$ cat config.mk
export PLATFORM = sky130hd
export DESIGN_NAME = mdu_ctrl
export DESIGN_NICKNAME = d
export VERILOG_FILES = /design/src/rtl/mdu_pkg.sv /design/src/rtl/mdu_sign_fix.sv /design/src/rtl/mdu_ctrl.sv
export SDC_FILE = /design/constraint.sdc
export NUM_CORES = 1
export LEC_CHECK = 0
export BUFFER_PORTS_ARGS = -buffer_cell sky130_fd_sc_hd__buf_2
export CORE_AREA = 2 2 153 155
export DETAILED_ROUTE_END_ITERATION = 12
export DIE_AREA = 0 0 155 157
export PLACE_DENSITY_LB_ADDON = 0.3
export SKIP_LAST_GASP = 1
export SLEW_MARGIN = 30
export SYNTH_ARGS = -nofsm -noshare
export SYNTH_HDL_FRONTEND = slang
export SYNTH_HIERARCHICAL = 1
export SYNTH_SLANG_ARGS = --single-unit
$ cat constraint.sdc
create_clock -name clk -period 3.43 [get_ports clk]
set_input_delay 0 -clock clk [delete_from_list [all_inputs] [get_ports clk]]
set_output_delay 0 -clock clk [all_outputs]
set_load 0.005 [all_outputs]
$ cat src/rtl/mdu_pkg.sv
// Shared encodings for the EX-stage multiply/divide sequencer.
// Latency: n/a (types and constants only).
// Backpressure: n/a.
package mdu_pkg;

    // req_op encodings as delivered by the ALU decoder
    localparam logic [1:0] MDU_MULT  = 2'b00;
    localparam logic [1:0] MDU_MULTU = 2'b01;
    localparam logic [1:0] MDU_DIV   = 2'b10;
    localparam logic [1:0] MDU_DIVU  = 2'b11;

    // LO value written by a divide with a zero divisor (HI receives the dividend)
    localparam logic [31:0] DIV0_LO = 32'hFFFF_FFFF;

    typedef enum logic [2:0] {
        ST_IDLE      = 3'd0,
        ST_MUL_WAIT  = 3'd1,
        ST_DIV_START = 3'd2,
        ST_DIV_WAIT  = 3'd3,
        ST_DONE      = 3'd4
    } mdu_state_t;

    function automatic logic is_mul_op(input logic [1:0] op);
        return (op == MDU_MULT) || (op == MDU_MULTU);
    endfunction

endpackage

$ cat src/rtl/mdu_sign_fix.sv
// Sign handling around the unsigned multiplier: operand magnitudes and product re-sign.
// Latency: purely combinational.
// Backpressure: none; outputs follow inputs.
//
// Ports:
//   val_a/val_b  in  W    raw operands
//   abs_en       in  1    take magnitudes (signed multiply); otherwise pass through
//   mag_a/mag_b  out W    magnitudes or pass-through operands
//   prod_in      in  2W   unsigned product
//   neg_en       in  1    two's-complement negate the product
//   prod_out     out 2W   re-signed product
module mdu_sign_fix #(
    parameter int W = 32
) (
    input  logic [W-1:0]   val_a,
    input  logic [W-1:0]   val_b,
    input  logic           abs_en,
    output logic [W-1:0]   mag_a,
    output logic [W-1:0]   mag_b,
    input  logic [2*W-1:0] prod_in,
    input  logic           neg_en,
    output logic [2*W-1:0] prod_out
);

    // The most negative value maps onto itself, which is the correct unsigned
    // magnitude (2^(W-1)) for the multiplier.
    always_comb begin
        mag_a = (abs_en && val_a[W-1]) ? -val_a : val_a;
        mag_b = (abs_en && val_b[W-1]) ? -val_b : val_b;
    end

    // Negating zero yields zero, so a zero product keeps a clean +0.
    always_comb begin
        prod_out = neg_en ? -prod_in : prod_in;
    end

endmodule

$ cat src/rtl/mdu_ctrl.sv
// Multiply/divide sequencer: latches operands, drives external mul/div, owns HI/LO.
// Latency: MULT/MULTU MUL_LAT+1 cycles to DONE; DIV 2 cycles + divider time; div-by-0 1 cycle.
// Backpressure: stall held combinationally until DONE; flush aborts in any state.
//
// Ports:
//   clk, rst (async, active low)
//   req_valid/req_op/src_a/src_b  operation request from EX
//   flush                         abort; no HI/LO update from the aborted op
//   hi_we/lo_we                   MTHI/MTLO (data = src_a), honoured only when idle
//   stall                         pipeline hold
//   hi/lo                         architectural HI/LO
//   mul_a/mul_b/mul_p             external pipelined unsigned multiplier
//   div_*                         external iterative divider handshake
module mdu_ctrl
    import mdu_pkg::*;
#(
    parameter int MUL_LAT = 5,
    parameter int W       = 32
) (
    input  logic           clk,
    input  logic           rst,
    input  logic           req_valid,
    input  logic [1:0]     req_op,
    input  logic [W-1:0]   src_a,
    input  logic [W-1:0]   src_b,
    input  logic           flush,
    input  logic           hi_we,
    input  logic           lo_we,
    output logic           stall,
    output logic [W-1:0]   hi,
    output logic [W-1:0]   lo,
    output logic [W-1:0]   mul_a,
    output logic [W-1:0]   mul_b,
    input  logic [2*W-1:0] mul_p,
    output logic           div_start,
    output logic           div_signed,
    output logic [W-1:0]   div_a,
    output logic [W-1:0]   div_b,
    output logic           div_annul,
    input  logic [2*W-1:0] div_result,
    input  logic           div_ready
);

    localparam int CNT_W = (MUL_LAT > 1) ? $clog2(MUL_LAT) : 1;
    localparam logic [CNT_W-1:0] CNT_LAST = CNT_W'(MUL_LAT - 1);

    mdu_state_t     state_q, state_d;
    logic [CNT_W-1:0] cnt_q, cnt_d;
    logic [1:0]     op_q, op_d;
    logic [W-1:0]   a_q, a_d;
    logic [W-1:0]   b_q, b_d;
    logic [W-1:0]   mul_a_q, mul_a_d;
    logic [W-1:0]   mul_b_q, mul_b_d;
    logic [W-1:0]   hi_q, hi_d;
    logic [W-1:0]   lo_q, lo_d;

    logic [W-1:0]   mag_a, mag_b;
    logic [2*W-1:0] prod_fix;
    logic           prod_neg;

    // Magnitudes are computed from the live request so they can be captured on
    // the accept edge; the product fix-up uses the latched operands.
    assign prod_neg = (op_q == MDU_MULT) && (a_q[W-1] ^ b_q[W-1]);

    mdu_sign_fix #(
        .W (W)
    ) u_sign_fix (
        .val_a    (src_a),
        .val_b    (src_b),
        .abs_en   (req_op == MDU_MULT),
        .mag_a    (mag_a),
        .mag_b    (mag_b),
        .prod_in  (mul_p),
        .neg_en   (prod_neg),
        .prod_out (prod_fix)
    );

    always_comb begin
        state_d   = state_q;
        cnt_d     = cnt_q;
        op_d      = op_q;
        a_d       = a_q;
        b_d       = b_q;
        mul_a_d   = mul_a_q;
        mul_b_d   = mul_b_q;
        hi_d      = hi_q;
        lo_d      = lo_q;
        div_start = 1'b0;
        div_annul = 1'b0;

        // DONE releases the pipeline while the same instruction is still in EX.
        stall = ((state_q == ST_IDLE) && req_valid && !flush) ||
                (state_q == ST_MUL_WAIT)  ||
                (state_q == ST_DIV_START) ||
                (state_q == ST_DIV_WAIT);

        if (flush) begin
            state_d = ST_IDLE;
            cnt_d   = '0;
            // Start is suppressed (default) so the divider never sees start and
            // annul together.
            if ((state_q == ST_DIV_START) || (state_q == ST_DIV_WAIT)) begin
                div_annul = 1'b1;
            end
        end else begin
            unique case (state_q)
                ST_IDLE: begin
                    if (req_valid) begin
                        op_d    = req_op;
                        a_d     = src_a;
                        b_d     = src_b;
                        mul_a_d = mag_a;
                        mul_b_d = mag_b;
                        if (is_mul_op(req_op)) begin
                            state_d = ST_MUL_WAIT;
                            cnt_d   = '0;
                        end else if (src_b == '0) begin
                            // Divide by zero never reaches the divider.
                            state_d = ST_DONE;
                            hi_d    = src_a;
                            lo_d    = W'(DIV0_LO);
                        end else begin
                            state_d = ST_DIV_START;
                        end
                    end else begin
                        if (hi_we) hi_d = src_a;
                        if (lo_we) lo_d = src_a;
                    end
                end
                ST_MUL_WAIT: begin
                    if (cnt_q == CNT_LAST) begin
                        state_d      = ST_DONE;
                        cnt_d        = '0;
                        {hi_d, lo_d} = prod_fix;
                    end else begin
                        cnt_d = cnt_q + CNT_W'(1);
                    end
                end
                ST_DIV_START: begin
                    div_start = 1'b1;
                    state_d   = ST_DIV_WAIT;
                end
                ST_DIV_WAIT: begin
                    if (div_ready) begin
                        state_d      = ST_DONE;
                        {hi_d, lo_d} = div_result;
                    end
                end
                ST_DONE: begin
                    state_d = ST_IDLE;
                end
                default: begin
                    state_d = ST_IDLE;
                end
            endcase
        end
    end

    always_ff @(posedge clk or negedge rst) begin
        if (!rst) begin
            state_q <= ST_IDLE;
            cnt_q   <= '0;
            op_q    <= MDU_MULT;
            a_q     <= '0;
            b_q     <= '0;
            mul_a_q <= '0;
            mul_b_q <= '0;
            hi_q    <= '0;
            lo_q    <= '0;
        end else begin
            state_q <= state_d;
            cnt_q   <= cnt_d;
            op_q    <= op_d;
            a_q     <= a_d;
            b_q     <= b_d;
            mul_a_q <= mul_a_d;
            mul_b_q <= mul_b_d;
            hi_q    <= hi_d;
            lo_q    <= lo_d;
        end
    end

    assign hi         = hi_q;
    assign lo         = lo_q;
    assign mul_a      = mul_a_q;
    assign mul_b      = mul_b_q;
    assign div_a      = a_q;
    assign div_b      = b_q;
    assign div_signed = (op_q == MDU_DIV);

endmodule

==> impl_metrics.json, run 1 <==
{
  "status": "finished with violations",
  "violations": "hold timing",
  "cp_max_fo": 19,
  "io-pin-count": 397,
  "maxSlewHeadroom_pct": 33.9,
  "r2r_cells": 5,
  "r2r-start": "state_q[0]",
  "via_per_inst": 5.84,
  "hold_end": "hi[30]",
  "hold-worst-slack_ns": -0.00411,
  "ctsResizeCount": 0,
  "grt_max_degree": 93,
  "final_common_cell": "buf_2",
  "htree_levels": 4,
  "num_vias": 10900,
  "ir_drop_mv": 0.301,
  "cts_tree": "built",
  "worst-slew-pin-transition_ns": 0.987,
  "insertion_delay_ns": 0.44,
  "core_area_um2": 22500,
  "report.final.slew_viol_count": 0,
  "syn_inst": 1119,
  "r2r_setup_slack_ns": 0.66,
  "synthToLayoutAreaGrowth_pct": 28.3,
  "hold_viol": 1,
  "synth_warnings": 6,
  "hold_class": "in -> reg",
  "routed_wl_um": 40200,
  "setup_viol": 0,
  "fp.dieW_um": 155,
  "post-route-min-period_ns": 2.77,
  "cp-start-kind": "flop",
  "yosysUniqueCellTypes": 60,
  "ys_seq_elements": 200,
  "cp_num_buf_inv": 1,
  "post-dp-hpwl_um": 29000,
  "cts-root-buf": "clkbuf_16",
  "hp-start": "div_result[62]",
  "drc": 0,
  "avgSynthCellArea_um2": 10.9,
  "port-buffer-count": 396,
  "rsz0062_at_grt": "no",
  "netlist_area_um2": 12300,
  "power_density_nw_per_um2": 697,
  "cp_top_family": "compound AO/OA/AOI/OAI gates",
  "skew_ns": 0.0188,
  "start_util_pct": 54.5,
  "ys.flop_type": "dfrtp_1",
  "yosysSeqAreaShare_pct": 40.8,
  "critical_path.max_stage_delay_ns": 0.77,
  "final_util_pct": 69.9,
  "holdPathStages": 4,
  "max_cap_viol_count": 0,
  "clk_pin_slew_ns": 0.09,
  "stdcell_area_um2": 15700,
  "startpoint": "state_q[0]",
  "gr-usage-all-layers_pct": 32.5,
  "nets": 1765,
  "ctsHoldBuffers": 76,
  "fmax_mhz": 361,
  "cts_setup_buffers": 0,
  "antenna_found_initial": 4,
  "dieArea_um2": 24300,
  "overflow": 0,
  "clock_sinks": 200,
  "clock_path_buffers": 2,
  "layout_common_cells": "buf_2 (395), dfrtp_1 (199), mux2_2 (134), xnor2_1 (89), dlygate4sd3_1 (76)",
  "gp_congestion": 0.930,
  "grt_pass1_vias": 11000,
  "numCtsBuffers": 17,
  "ant_nets": 0,
  "worst_path_max_delay_cell": "o211ai_4",
  "p_leak_nw": 7.02,
  "drive_gt1_share_pct": 42.2,
  "final_min_period_over_clock_period_pct": 80.8,
  "cp_cell_sequence": "or2_4, or3_4, o211ai_4, buf_4, mux2_2",
  "first_pass_iters": 5,
  "rows": 55,
  "crit_arrival_ns": 3.09,
  "crit_type": "reg -> reg",
  "wl_per_cell_um": 21.6,
  "grt_pass1_wl_um": 60800,
  "cp-end-kind": "flop",
  "setup_tns_ns": 0,
  "synthesis.nets": 1325,
  "critPathRequiredTime_ns": 3.75,
  "dp.cells": 1749,
  "synth_edf_count": 0,
  "finalNonFillerCells": 1861,
  "r2r-end": "hi[0]",
  "drtIter0Drc": 810,
  "placed_area_um2": 14300,
  "synthArstFlopShare_pct": 100,
  "die_y_um": 157
}
## worst register-to-register path: cells and delay by family, from the launching register on
| family | cells | cell delay [ns] |
|---|---|---|
| AOI/OAI and AO/OA | 1 | 0.77 |
| and+or+nand+nor | 2 | 0.68 |
| DFF | 1 | 0.51 |
| muxes | 1 | 0.35 |
| buffers and inverters | 1 | 0.35 |
## where the power goes
part / total, mW / internal (mW) / switching, mW
clock: 2.04 / 0.989 / 1.05
combinational: 4.85 / 2.66 / 2.19
sequential: 4.06 / 3.42 / 0.647
total: 11.0 / 7.06 / 3.89
## registers in the layout, summed over array words and instances, names as in the netlist
signal / cells
cnt_q: 3
div_a: 32
div_b: 32
hi: 32
lo: 32
mul_a: 32
mul_b: 32
op_q: 2
state_q: 3
## kinds of logic after synthesis
logic type,after synthesis,synth area share [%]
simple gates,277,12.3
mux,259,25.0
flops,200,40.8
compound gates,177,8.91
xor+xnor,122,8.72
buf+inv,79,3.78
fa+ha+maj,5,0.511
## layer usage
layer  share of wire (%)  track usage, %  up-vias  wire length (µm)
met3                 8.2            7.16      105              3270
met4                 3.8            15.3        0              1510
met2                  48            54.6      563             19500
li1                    -               -     4924                 -
met1                  40            40.2     5279             15900
met5                   0               0        -                 0
## cell usage after synthesis (2+ instances only)
library cell  instances  area, µm²
a21oi_1              57        285
a31oi_1               4       25.0
and2_1                6       37.5
and3_1                6       37.5
and4_1                2       17.5
and4b_1               2       20.0
buf_1                 2       7.51
buf_12                6        120
buf_2                10       50.1
buf_4                13       97.6
clkbuf_1             34        128
dfrtp_1             200       5000
ha_1                  5       62.6
inv_1                13       48.8
mux2_2              134       1510
mux2_4               60        901
mux2i_1              65        651
nand2_1              71        267
nand2b_1              5       31.3
nand3_1               7       35.0
nand4_1               4       25.0
nor2_1               45        169
nor2_2                2       12.5
nor2b_1               7       43.8
nor3_1               48        240
nor4_1               18        113
nor4_4                2       42.5
nor4b_1               2       17.5
o211ai_4              2       42.5
o21ai_0              65        325
o31ai_1              27        203
o41ai_1              11       96.3
o41ai_2               2       32.5
or2_2                 4       25.0
or3_1                19        119
or4_1                14        105
or4_4                 2       22.5
xnor2_1              89        780
xor2_1               33        289
## through the flow
step,hold WS (ns),power [mW],setup WS (ns)
final,-0.00411,11.0,0.657
after global routing,0.0183,11.6,0.576
after CTS,0.000375,10.9,0.680
after detailed placement,0.112,8.80,0.624
after global placement,0.111,8.66,0.664
after floorplan,-0.296,6.87,1.16
## final cells by class
cell class | instances | area, µm²
Timing Repair Buffer | 487 | 2890
Inverter | 13 | 48.8
Antenna cell | 4 | 10.0
Clock buffer | 17 | 425
Sequential cell | 200 | 5010
Clock inverter | 15 | 174
Multi-Input combinational cell | 840 | 6810
Tap cell | 285 | 357
Fill cell | 1676 | 6780
## worst max path at each step
stage               slack [ns]     end  cells after the start
floorplan                 1.16  hi[20]                     10
global placement          0.66  hi[27]                      9
detailed placement        0.62  hi[20]                     11
CTS                       0.68   hi[0]                      5
global route              0.58   hi[0]                      5
finish                    0.66   hi[0]                      5
No activity file was read; power rests on OpenSTA's default activity.
==> inputs of run 2 (changes only) <==
--- a/config.mk
+++ b/config.mk
@@ -6,9 +6,8 @@
 export NUM_CORES = 1
 export LEC_CHECK = 0
 export BUFFER_PORTS_ARGS = -buffer_cell sky130_fd_sc_hd__buf_2
-export CORE_AREA = 2 2 153 155
+export CORE_UTILIZATION = 47
 export DETAILED_ROUTE_END_ITERATION = 12
-export DIE_AREA = 0 0 155 157
 export PLACE_DENSITY_LB_ADDON = 0.3
 export SKIP_LAST_GASP = 1
 export SLEW_MARGIN = 30
==> constraint.sdc (replaced) <==
create_clock -name clk -period 2.5 [get_ports clk]
set_input_delay 0 -clock clk [delete_from_list [all_inputs] [get_ports clk]]
set_output_delay 0 -clock clk [all_outputs]
set_load 0.005 [all_outputs]
==> run 2 against run 1 <==
Against the previous run:
- sequential power up 36%
- design area rose by 1.4%
- wire length rose by 0.32%
- the flow now finishes without violations
- critical path type unchanged
- highest routed layer unchanged
- via count is 0.18% higher
- total power is 36% higher
- combinational power increased by 40%
- maximum frequency rose by 19%
- critical path depth up 1
- count of clock-buffer cells in the layout did not move
- largest power group unchanged
==> impl_metrics.json, run 2 (synthesis gave the netlist of run 1 again) <==
{
  "status": "complete, no violations",
  "crit_arrival_ns": 2.65,
  "post-route-min-period_ns": 2.34,
  "setup_viol": 0,
  "fill_cells": 2089,
  "cp_max_fo": 21,
  "grt_max_degree": 85,
  "placed_area_um2": 14700,
  "drive_gt1_share_pct": 43.4,
  "multi_input_comb_area_um2": 6820,
  "clk_pin_slew_ns": 0.07,
  "rsz0062_at_grt": "no",
  "start_util_pct": 48.2,
  "numCtsBuffers": 17,
  "hold_class": "in -> reg",
  "final_util_pct": 62.7,
  "dp.cells": 1818,
  "power.switching_mw": 5.21,
  "gr-usage-all-layers_pct": 30.2,
  "ir_drop_mv": 0.458,
  "first_pass_iters": 5,
  "gp_congestion": 0.921,
  "report.final.slew_viol_count": 0,
  "final_min_period_over_clock_period_pct": 93.5,
  "drc": 0,
  "maxSlewHeadroom_pct": 52.0,
  "cp-end-kind": "flop",
  "via_per_inst": 5.68,
  "internal-power_mw": 9.70,
  "critical_path.max_stage_delay_ns": 0.58,
  "holdPathStages": 2,
  "p_clk_share_pct": 17.6,
  "r2r-start": "state_q[1]",
  "power_frac_comb_pct": 45.4,
  "clock_path_buffers": 2,
  "num_vias": 10900,
  "synthToLayoutAreaGrowth_pct": 30.1,
  "routed_wl_um": 40300,
  "htree_levels": 4,
  "setup_tns_ns": 0,
  "r2r-end": "lo[0]",
  "hold_viol": 0,
  "r2r_cells": 6,
  "grt_pass1_wl_um": 61500,
  "power_density_nw_per_um2": 936,
  "hold_end": "div_a[11]",
  "cp-start-kind": "flop",
  "hp-start": "src_a[11]",
  "p_seq_share_pct": 37.0,
  "cp_cell_sequence": "or4b_4, o211ai_1, nor2_2, o211ai_4, buf_12, mux2_2",
  "post-dp-hpwl_um": 29800,
  "port-buffer-count": 396,
  "crit_type": "reg -> reg",
  "p_leak_nw": 7.13,
  "worst_slack_ns": 0.163,
  "insertion_delay_ns": 0.43,
  "cts_tree": "built",
  "dieArea_um2": 26700,
  "finalNonFillerCells": 1918,
  "clock_sinks": 200,
  "worst-slew-pin-transition_ns": 0.720,
  "wl_per_cell_um": 21.0,
  "die_y_um": 163,
  "r2r_setup_slack_ns": 0.16,
  "stdcell_area_um2": 15900,
  "grt_pass1_vias": 11000,
  "skew_ns": 0.0214,
  "max_cap_viol_count": 0,
  "final_common_cell": "buf_2",
  "cts-root-buf": "clkbuf_16",
  "drtIter0Drc": 766,
  "switching_share_pct": 35.0,
  "core_area_um2": 25400,
  "rows": 58,
  "fmax_mhz": 428,
  "overflow": 0,
  "pre_cts_ws_ns": -0.0851,
  "antenna_found_initial": 3,
  "cts_setup_buffers": 0,
  "critPathRequiredTime_ns": 2.81,
  "layout_common_cells": "buf_2 (395), dfrtp_1 (199), mux2_2 (134), xnor2_1 (89), nand2_1 (71)",
  "layout.area.seq_um2": 5010,
  "io-pin-count": 397,
  "fp.dieW_um": 163,
  "ant_nets": 0,
  "worst_path_max_delay_cell": "or4b_4",
  "nets": 1781
}
run 2: cell types whose count changed in the layout (fill, tap and decap cells not counted), moves of 2 or more:
cell           delta
inv_8             -2
buf_4            +15
diode_2           -3
inv_6             +2
buf_12            +9
clkinv_4          +2
dlygate4sd3_1     -8
clkinv_8          -4
run 2: stage by stage:
stage | hold slack [ns] | total power [mW]
floorplan | -0.296 | 9.42
global placement | 0.0997 | 12.0
detailed placement | 0.0967 | 12.2
CTS | 0.000205 | 15.0
global route | 0.00385 | 15.8
finish | 0.0119 | 14.9
run 2: metal layers:
| metal | share of wire [%] | track usage (%) | wire [µm] | vias up |
|---|---|---|---|---|
| met5 | 0 | 0 | 0 | - |
| met4 | 3.5 | 12.7 | 1400 | 0 |
| met3 | 7.1 | 5.43 | 2880 | 86 |
| met2 | 48 | 50.8 | 19500 | 498 |
| met1 | 41 | 37.9 | 16500 | 5356 |
| li1 | - | - | - | 4951 |
run 2: area by class of cell:
| class | count | area share (%) |
|---|---|---|
| Clock buffer | 17 | 2.67 |
| Tap cell | 330 | 2.59 |
| Multi-Input combinational cell | 840 | 42.8 |
| Timing Repair Buffer | 503 | 19.5 |
| Inverter | 13 | 0.306 |
| Antenna cell | 1 | 0.0157 |
| Sequential cell | 200 | 31.4 |
| Clock inverter | 14 | 0.738 |
run 2: power groups by stage:
stage	combinational, mW	sequential, mW	clock, mW
finish	6.77	5.52	2.63
global route	7.33	5.68	2.79
CTS	6.77	5.50	2.68
detailed placement	6.69	5.52	0
global placement	6.54	5.48	0
floorplan	3.85	5.57	0
run 2: worst max-delay path by stage:
stage                    start         to  slack, ns  depth (start not counted)
global route        state_q[1]      hi[0]       0.04                          6
detailed placement    mul_p[1]     hi[20]      -0.09                         12
floorplan             mul_p[1]     hi[20]       0.23                         10
finish              state_q[1]      lo[0]       0.16                          6
global placement     mul_p[24]      hi[0]      -0.05                          9
CTS                  src_a[12]  mul_a[29]       0.13                          8
run 2: timing repair:
action | CTS | global route
endpoints found under the hold margin | 161 | 1
hold buffers | 67 | 1
resized for setup | 0 | 2
endpoints found under the setup margin | 0 | 3
run 2: critical path, delay by kind of cell, from the launching register on:
family	cells	cell delay (ns)
flip-flops	1	0.52
AND/OR/NAND/NOR	2	0.69
multiplexers	1	0.36
buffers and inverters	1	0.25
AO/OA/AOI/OAI	2	0.37
